===== src/rtl/iiq_pkg.sv =====
// iiq_pkg: width helpers and instruction-field offsets shared by the
// instruction issue queue and its operand lookup table.
// Instruction word layout, MSB first:
//   {start_time, op_code[1:0], op_1, op_2, dest, status[1:0]}
package iiq_pkg;

  localparam int STATUS_W   = 2;
  localparam int OPCODE_W   = 2;
  localparam int STATUS_LSB = 0;
  localparam int DEST_LSB   = STATUS_LSB + STATUS_W;

  // Operand width: enough bits to name every qubit in the system.
  function automatic int opw_f(input int num_fpga, input int num_qubit_per_fpga);
    return $clog2(num_fpga * num_qubit_per_fpga);
  endfunction

  // FPGA index width.
  function automatic int fw_f(input int num_fpga);
    return $clog2(num_fpga);
  endfunction

  // Full instruction word width.
  function automatic int iw_f(input int time_w, input int opw);
    return time_w + OPCODE_W + 3 * opw + STATUS_W;
  endfunction

  // Field LSB offsets; they depend on the operand width.
  function automatic int op2_lsb_f(input int opw);
    return DEST_LSB + opw;
  endfunction

  function automatic int op1_lsb_f(input int opw);
    return DEST_LSB + 2 * opw;
  endfunction

  function automatic int opcode_lsb_f(input int opw);
    return DEST_LSB + 3 * opw;
  endfunction

  function automatic int time_lsb_f(input int opw);
    return opcode_lsb_f(opw) + OPCODE_W;
  endfunction

endpackage


===== src/rtl/instr_issue_queue_oplu_table.sv =====
// oplu_table: operand -> FPGA index map with one write port and NUM_RD
// combinational read ports. A write lands at the clock edge, so a read of
// the same address in the writing cycle still sees the old contents.
// Only the valid bits are cleared by reset; the FPGA indices are plain storage.
module oplu_table #(
  parameter int OPW    = 12,
  parameter int FW     = 6,
  parameter int NUM_RD = 3
)(
  input  logic                         clk,
  input  logic                         rst,
  input  logic                         we,
  input  logic [OPW-1:0]               wr_addr,
  input  logic [FW-1:0]                wr_fpga,
  input  logic [NUM_RD-1:0][OPW-1:0]   rd_addr,
  output logic [NUM_RD-1:0][FW-1:0]    rd_fpga,
  output logic [NUM_RD-1:0]            rd_hit
);

  localparam int NUM_OPERANDS = 2 ** OPW;

  logic [FW-1:0]           fpga_mem [NUM_OPERANDS];
  logic [NUM_OPERANDS-1:0] valid_reg;

  // FPGA index storage: written on strobe, never cleared.
  always_ff @(posedge clk) begin
    if (we) begin
      fpga_mem[wr_addr] <= wr_fpga;
    end
  end

  // Valid bits: cleared on reset, set by each write.
  always_ff @(posedge clk) begin
    if (rst) begin
      valid_reg <= '0;
    end else if (we) begin
      valid_reg[wr_addr] <= 1'b1;
    end
  end

  // Read ports: an invalid entry reads as FPGA 0 with hit low.
  generate
    for (genvar gi = 0; gi < NUM_RD; gi++) begin : g_rd
      assign rd_hit[gi]  = valid_reg[rd_addr[gi]];
      assign rd_fpga[gi] = rd_hit[gi] ? fpga_mem[rd_addr[gi]] : '0;
    end
  endgenerate

endmodule


===== src/rtl/instr_issue_queue.sv =====
// instr_issue_queue: in-order instruction queue whose head issues only once
// a free-running (saturating) time counter reaches its start_time.
// Build option: define IIQ_OPLU_EN to map operands to FPGAs through a
// writable lookup table; otherwise the FPGA index is the operand's top bits.
module instr_issue_queue
  import iiq_pkg::*;
#(
  parameter int DEPTH              = 64,
  parameter int NUM_FPGA           = 64,
  parameter int NUM_QUBIT_PER_FPGA = 64,
  parameter int TIME_W             = 16,
  localparam int OPW = opw_f(NUM_FPGA, NUM_QUBIT_PER_FPGA),
  localparam int FW  = fw_f(NUM_FPGA),
  localparam int PW  = $clog2(DEPTH),
  localparam int IW  = iw_f(TIME_W, OPW)
)(
  input  logic           clk,
  input  logic           rst,
  input  logic [IW-1:0]  in_instr,
  input  logic           in_valid,
  output logic           in_ready,
  output logic           out_valid,
  input  logic           out_ready,
  output logic [1:0]     out_op_code,
  output logic [OPW-1:0] out_op_1,
  output logic [OPW-1:0] out_op_2,
  output logic [OPW-1:0] out_dest,
  output logic [FW-1:0]  out_op_1_fpga,
  output logic [FW-1:0]  out_op_2_fpga,
  output logic [FW-1:0]  out_dest_fpga,
  output logic           out_lu_miss,
  input  logic           lu_we,
  input  logic [OPW-1:0] lu_addr,
  input  logic [FW-1:0]  lu_fpga,
  output logic [PW:0]    count,
  output logic           queue_full,
  output logic           queue_empty,
  output logic           wrap_around
);

  localparam int TIME_LSB   = time_lsb_f(OPW);
  localparam int OPCODE_LSB = opcode_lsb_f(OPW);
  localparam int OP1_LSB    = op1_lsb_f(OPW);
  localparam int OP2_LSB    = op2_lsb_f(OPW);

  logic [PW:0]       head_reg, head_next;
  logic [PW:0]       tail_reg, tail_next;
  logic [TIME_W-1:0] time_reg;
  logic [IW-1:0]     queue_mem [DEPTH];
  logic [IW-1:0]     head_entry;
  logic [IW-1:0]     wr_entry;
  logic              do_enq;
  logic              do_deq;
  logic              ptr_low_eq;
  logic              unused_bits;

  // Status flags from the extra pointer MSB: differing MSBs mean the tail has
  // lapped the head once, which separates full from empty.
  assign ptr_low_eq  = (head_reg[PW-1:0] == tail_reg[PW-1:0]);
  assign wrap_around = head_reg[PW] ^ tail_reg[PW];
  assign queue_full  = wrap_around & ptr_low_eq;
  assign queue_empty = ~wrap_around & ptr_low_eq;
  assign count       = tail_reg - head_reg;
  assign in_ready    = ~queue_full;

  // Head view is read straight from storage so the fields track the head
  // even while it is still time-gated.
  assign head_entry  = queue_mem[head_reg[PW-1:0]];
  assign out_valid   = ~queue_empty && (head_entry[TIME_LSB +: TIME_W] <= time_reg);
  assign out_op_code = head_entry[OPCODE_LSB +: OPCODE_W];
  assign out_op_1    = head_entry[OP1_LSB +: OPW];
  assign out_op_2    = head_entry[OP2_LSB +: OPW];
  assign out_dest    = head_entry[DEST_LSB +: OPW];

  assign do_enq    = in_valid & in_ready;
  assign do_deq    = out_valid & out_ready;
  assign head_next = head_reg + (PW+1)'(do_deq);
  assign tail_next = tail_reg + (PW+1)'(do_enq);

  // Entries are stored with status cleared.
  assign wr_entry = {in_instr[IW-1:STATUS_W], {STATUS_W{1'b0}}};

  // Pointer registers; reset empties the queue and drops any handshake.
  always_ff @(posedge clk) begin
    if (rst) begin
      head_reg <= '0;
      tail_reg <= '0;
    end else begin
      head_reg <= head_next;
      tail_reg <= tail_next;
    end
  end

  // Queue storage write at the tail; contents survive reset.
  always_ff @(posedge clk) begin
    if (do_enq && !rst) begin
      queue_mem[tail_reg[PW-1:0]] <= wr_entry;
    end
  end

  // Free-running time counter that sticks at all-ones.
  always_ff @(posedge clk) begin
    if (rst) begin
      time_reg <= '0;
    end else if (time_reg != {TIME_W{1'b1}}) begin
      time_reg <= time_reg + 1'b1;
    end
  end

`ifdef IIQ_OPLU_EN
  logic [2:0][OPW-1:0] lu_rd_addr;
  logic [2:0][FW-1:0]  lu_rd_fpga;
  logic [2:0]          lu_rd_hit;

  // Read port order: 0 = op_1, 1 = op_2, 2 = dest.
  assign lu_rd_addr = {out_dest, out_op_2, out_op_1};

  oplu_table #(
    .OPW    (OPW),
    .FW     (FW),
    .NUM_RD (3)
  ) u_oplu_table (
    .clk     (clk),
    .rst     (rst),
    .we      (lu_we),
    .wr_addr (lu_addr),
    .wr_fpga (lu_fpga),
    .rd_addr (lu_rd_addr),
    .rd_fpga (lu_rd_fpga),
    .rd_hit  (lu_rd_hit)
  );

  assign out_op_1_fpga = lu_rd_fpga[0];
  assign out_op_2_fpga = lu_rd_fpga[1];
  assign out_dest_fpga = lu_rd_fpga[2];
  // A miss flags the instruction but does not hold it back.
  assign out_lu_miss   = ~&lu_rd_hit;
  assign unused_bits   = ^head_entry[STATUS_W-1:0];
`else
  logic [2:0][OPW-1:0] opnd;
  logic [2:0][FW-1:0]  opnd_fpga;

  assign opnd = {out_dest, out_op_2, out_op_1};

  // Fixed mapping: qubits are numbered FPGA-major, so the top bits name the FPGA.
  generate
    for (genvar gi = 0; gi < 3; gi++) begin : g_fpga
      assign opnd_fpga[gi] = opnd[gi][OPW-1 -: FW];
    end
  endgenerate

  assign out_op_1_fpga = opnd_fpga[0];
  assign out_op_2_fpga = opnd_fpga[1];
  assign out_dest_fpga = opnd_fpga[2];
  assign out_lu_miss   = 1'b0;
  assign unused_bits   = ^{head_entry[STATUS_W-1:0], lu_we, lu_addr, lu_fpga};
`endif

endmodule


===== config.mk =====
export PLATFORM = sky130hd
export DESIGN_NAME = instr_issue_queue
export DESIGN_NICKNAME = d
export VERILOG_FILES = /design/src/rtl/iiq_pkg.sv /design/src/rtl/instr_issue_queue_oplu_table.sv /design/src/rtl/instr_issue_queue.sv
export SDC_FILE = /design/constraint.sdc
export NUM_CORES = 2
export LEC_CHECK = 0
export BUFFER_PORTS_ARGS = -buffer_cell sky130_fd_sc_hd__buf_4
export CAP_MARGIN = 5
export CORE_MARGIN = 2
export CORE_UTILIZATION = 62
export CTS_CLUSTER_SIZE = 20
export DETAILED_ROUTE_END_ITERATION = 12
export PLACE_DENSITY = 0.78
export SETUP_SLACK_MARGIN = 0.02
export SLEW_MARGIN = 5
export SYNTH_ARGS = -nofsm -noshare
export SYNTH_HDL_FRONTEND = slang
export SYNTH_HIERARCHICAL = 1
export SYNTH_SLANG_ARGS = --single-unit

===== constraint.sdc =====
create_clock -name clk -period 6.7 [get_ports clk]
set_input_delay 0.335 -clock clk [delete_from_list [all_inputs] [get_ports clk]]
set_output_delay 0.335 -clock clk [all_outputs]
set_load 0.02 [all_outputs]

==> summary.txt <==
Floorplanning
  – Placeable core region: 0.2125 mm²
  – Num ports: 148
  – Full die area: 0.2180 mm²
  – Overall die height: 466.9 µm
  – Initial standard-cell utilization of the core: 0.6251
  – Std-Cell Rows: 169
  – X dimension of the die: 466.9 µm

Min path
  – Worst hold path depth: 3
  – Hold crit path type: in2reg

Route
  – Routed WL per cell: 38.36 µm
  – Total wirelength of the detailed-routed design: 363.3 mm
  – DR pass1 iterations: 8
  – Antenna violation net count after detailed routing: 0
  – Number of DRC violations after detailed-routing iteration 0: 10910
  – Final routed DRC violation total: 0
  – Vias post-DR: 69870
  – Vias per cell: 7.377

STA
  – Max Transition Viols Final: 0
  – Final period util: 0.8998
  – RSZ-0062 raised after global routing: no
  – Clock period minus final worst setup slack: 6.028 ns
  – Slew headroom: 0.1206
  – Final Setup Violations: 0
  – Highest attainable clock frequency: 165.9 MHz
  – Measured slew at the worst slew-check pin: 1.319 ns
  – Final Hold Vio Count: 0
  – Worst setup skew after layout: 0.07134 ns
  – Post-Route Setup TNS: 0 ns

Logic synthesis
  – Most instantiated cells after synthesis: 3456 x sky130_fd_sc_hd__edfxtp_1, 674 x sky130_fd_sc_hd__mux4_2, 398 x sky130_fd_sc_hd__mux2i_1, 293 x sky130_fd_sc_hd__a22oi_1, 138 x sky130_fd_sc_hd__nand3_1
  – Post-synthesis average cell area: 21.98 µm²
  – Count of flip-flops with a built-in enable after synthesis: 3456
  – Sequential area share after synthesis: 0.7858
  – Net count after synthesis: 6151
  – Area contributors post-synth: sky130_fd_sc_hd__edfxtp_1 78%, sky130_fd_sc_hd__mux4_2 11%, sky130_fd_sc_hd__mux2i_1 3.0%
  – Flops & latches, synth: 3486
  – Most common flop cell mapped by yosys: sky130_fd_sc_hd__edfxtp_1
  – Ys Warns: 6
  – Synthesized area: 0.1328 mm²
  – Library cell with the highest instance count after synthesis: sky130_fd_sc_hd__edfxtp_1
  – Number of distinct library cell variants in the gate-level netlist after synthesis: 50
  – Synthesized netlist cell count: 6044
  – Asr flop ratio synth: 0
  – Area fraction of the dominant cell type after synthesis: 0.7812
  – Most area-hungry cell type in the Yosys netlist: sky130_fd_sc_hd__edfxtp_1

Setup path
  – Standard cell with the maximum stage delay on the critical path: sky130_fd_sc_hd__dfxtp_1
  – Maximum cell stage delay along the critical path: 0.75 ns
  – Critical path's most frequent cell: sky130_fd_sc_hd__buf_4
  – Ordered list of cells on the worst path: nand2_1 > nor2_4 > buf_4 > buf_4 > a22oi_1 > nand3_1 > o22ai_1 > a22o_1 > ha_1 > nand3_1 > a21oi_1 > or4_1 > o22ai_1 > buf_4 > buf_4
  – Crit path to: out_valid
  – Launching point of the worst reg2reg path: head_reg[3]$_SDFF_PP0_
  – Crit path capture type: output pin
  – R2r endpoint: head_reg[6]$_SDFF_PP0_
  – CP Data Arrival Time: 5.69 ns
  – R2R cell count: 20
  – Crit path launch type: register
  – Required time at the endpoint of the critical path: 6.36 ns
  – Worst reg2reg setup slack: 0.96 ns
  – Crit. Startpoint: head_reg[3]$_SDFF_PP0_
  – Critical path peak fanout: 27
  – Class of the most critical setup path: reg2out

Global route
  – Number of antenna violations at the first check in global routing: 13
  – Pin count of the biggest net entering global routing: 126
  – Highest-utilization routing layer at the global route stage: met2
  – Gr ovfl total: 0
  – Overall global routing resource usage: 0.3357
  – First-pass GRT wire length: 511.6 mm
  – Global routing met3 resource utilization: 0.09165
  – Via count of the first global-routing pass: 69560
  – Met2 usage in global routing: 0.5222
  – Met1 track demand over resource in global routing: 0.4460

Clock network
  – Clock slew at the register clock pins of the worst setup and hold paths: 0.06 ns
  – Latest clock arrival within the worst-skew pair: 0.97 ns
  – H-tree level count: 5
  – CTS tree: done
  – Clock tree buffer depth: 4
  – Clock Sink Count: 3486
  – Post-CTS Setup Bufs: 0
  – Inserted Clock Buffers: 345
  – Cell at the root of the clock tree: sky130_fd_sc_hd__clkbuf_16

Power
  – Max VDD drop: 0.0002815 V
  – Power per Cell Area: 295.4 mW/mm²
  – Static Leakage: 44.99 nW

Finish
  – Post-layout instance count excluding filler cells: 9471
  – Combined area of the multi-input logic cells: 0.02701 mm²
  – Net count of the finished layout: 6500
  – Growth of design area from synthesis to finish: 12.38%
  – Ratio of cells with drive above 1 in the final layout: 0.2276
  – Flip-flop count of the largest register after layout: 3456
  – Total area of sequential cells: 0.1044 mm²
  – Filler instances: 11750

Run status
  – Run status: finished clean

Placed design
  – Final RePlAce weighted congestion: 0.8451
  – Port bufs: 125
  – Number of instances in the placed design: 8810
  – Detail Placement HPWL: 173.5 mm

Flow run
  – Max_cap viols: 0
[worst min-delay path by stage]
stage	from	end	slack, ns
6_report	rst	tail_reg[3]$_SDFF_PP0_	0.40
4_1_cts	rst	tail_reg[4]$_SDFF_PP0_	0.33
5_1_grt	rst	tail_reg[3]$_SDFF_PP0_	0.40
3_5_place_dp	time_reg[7]$_SDFFE_PP0P_	time_reg[7]$_SDFFE_PP0P_	0.50
2_1_floorplan	in_instr[2]	queue_mem[0][0]$_DFFE_PP_	0.43
3_3_place_gp	tail_reg[6]$_SDFF_PP0_	tail_reg[6]$_SDFF_PP0_	0.48
[cell families (layout without fill, tap and decap cells)]
logic type	after synthesis	after routing	share of synthesized area
xor+xnor	22	22	0.001451
simple gates	337	337	0.01191
fa+ha+maj	28	28	0.002694
mux	1072	1072	0.1443
other cells	1	4	0.00002823
flops	3486	3486	0.7858
compound gates	708	708	0.03878
buf+inv	390	993	0.01511
[power by group]
part,internal [W],switching [W],total (W),leakage [nW]
Clock,0.0104,0.00796,0.0184,5.10
Sequential,0.0240,0.0000180,0.0240,31.3
Combinational,0.000673,0.000990,0.00166,8.57
[per-stage QoR]
step             util  cell area, µm²  setup slack [ns]  hold slack [ns]  total power [W]
4_1_cts        0.7024          149300            0.7102           0.3306          0.04416
3_5_place_dp   0.6504          138200             1.188           0.5029          0.02608
6_report       0.7025          149300            0.6717           0.3963          0.04409
2_1_floorplan       -          132800             1.299           0.4339          0.02550
3_3_place_gp   0.6504          138200             1.198           0.4816          0.02603
5_1_grt        0.7024          149300            0.4910           0.3986          0.04511
[repair_timing]
action,4_1_cts,5_1_grt
hold endpoints to repair,3486,0
endpoints found under the setup margin,0,0
gates resized for setup,0,0
hold buffers,57,0
[area by class of cell]
type	count	area share
diodes	3	0.00005029
clock buffers	432	0.06087
clock inverters	169	0.009304
inverters	25	0.0006454
multi-input cells	2168	0.1810
flip-flops and latches	3486	0.6993
well taps	2821	0.02364
repair buffers	367	0.02520
[cell usage in the layout, fill, tap and decap left out, types with 8 or more instances in the layout]
cell,instances
sky130_fd_sc_hd__edfxtp_1,3456
sky130_fd_sc_hd__mux4_2,674
sky130_fd_sc_hd__mux2i_1,398
sky130_fd_sc_hd__clkbuf_16,350
sky130_fd_sc_hd__a22oi_1,293
sky130_fd_sc_hd__buf_4,241
sky130_fd_sc_hd__nand3_1,138
sky130_fd_sc_hd__o22ai_1,127
sky130_fd_sc_hd__clkinv_1,85
sky130_fd_sc_hd__clkbuf_1,80
sky130_fd_sc_hd__a22o_1,70
sky130_fd_sc_hd__buf_12,69
sky130_fd_sc_hd__nor2_4,68
sky130_fd_sc_hd__a21oi_1,67
sky130_fd_sc_hd__dlygate4sd3_1,57
sky130_fd_sc_hd__a221oi_1,48
sky130_fd_sc_hd__clkinv_2,46
sky130_fd_sc_hd__o221ai_1,42
sky130_fd_sc_hd__nand2_1,40
sky130_fd_sc_hd__nor2_1,33
sky130_fd_sc_hd__o21ai_0,27
sky130_fd_sc_hd__ha_1,27
sky130_fd_sc_hd__dfxtp_1,26
sky130_fd_sc_hd__inv_1,23
sky130_fd_sc_hd__bufinv_16,23
sky130_fd_sc_hd__xnor2_1,15
sky130_fd_sc_hd__a211oi_1,13
sky130_fd_sc_hd__nor2b_1,9
sky130_fd_sc_hd__clkinvlp_4,8
[routing by layer]
metal / vias up / wire length (µm)
li1: 26400 / -
met1: 36170 / 121700
met2: 6106 / 172700
met3: 1195 / 48470
met4: 6 / 20340
met5: - / 38
[worst max-delay path, delay by kind of cell, from the launching register on]
kind	cells	cell delay (ns)
and+or+nand+nor	5	1.66
AOI/OAI and AO/OA	5	0.83
DFF	1	0.75
buffers and inverters	4	1.17
adders and majority gates	1	0.32
No activity file was read; power rests on OpenSTA's default activity.
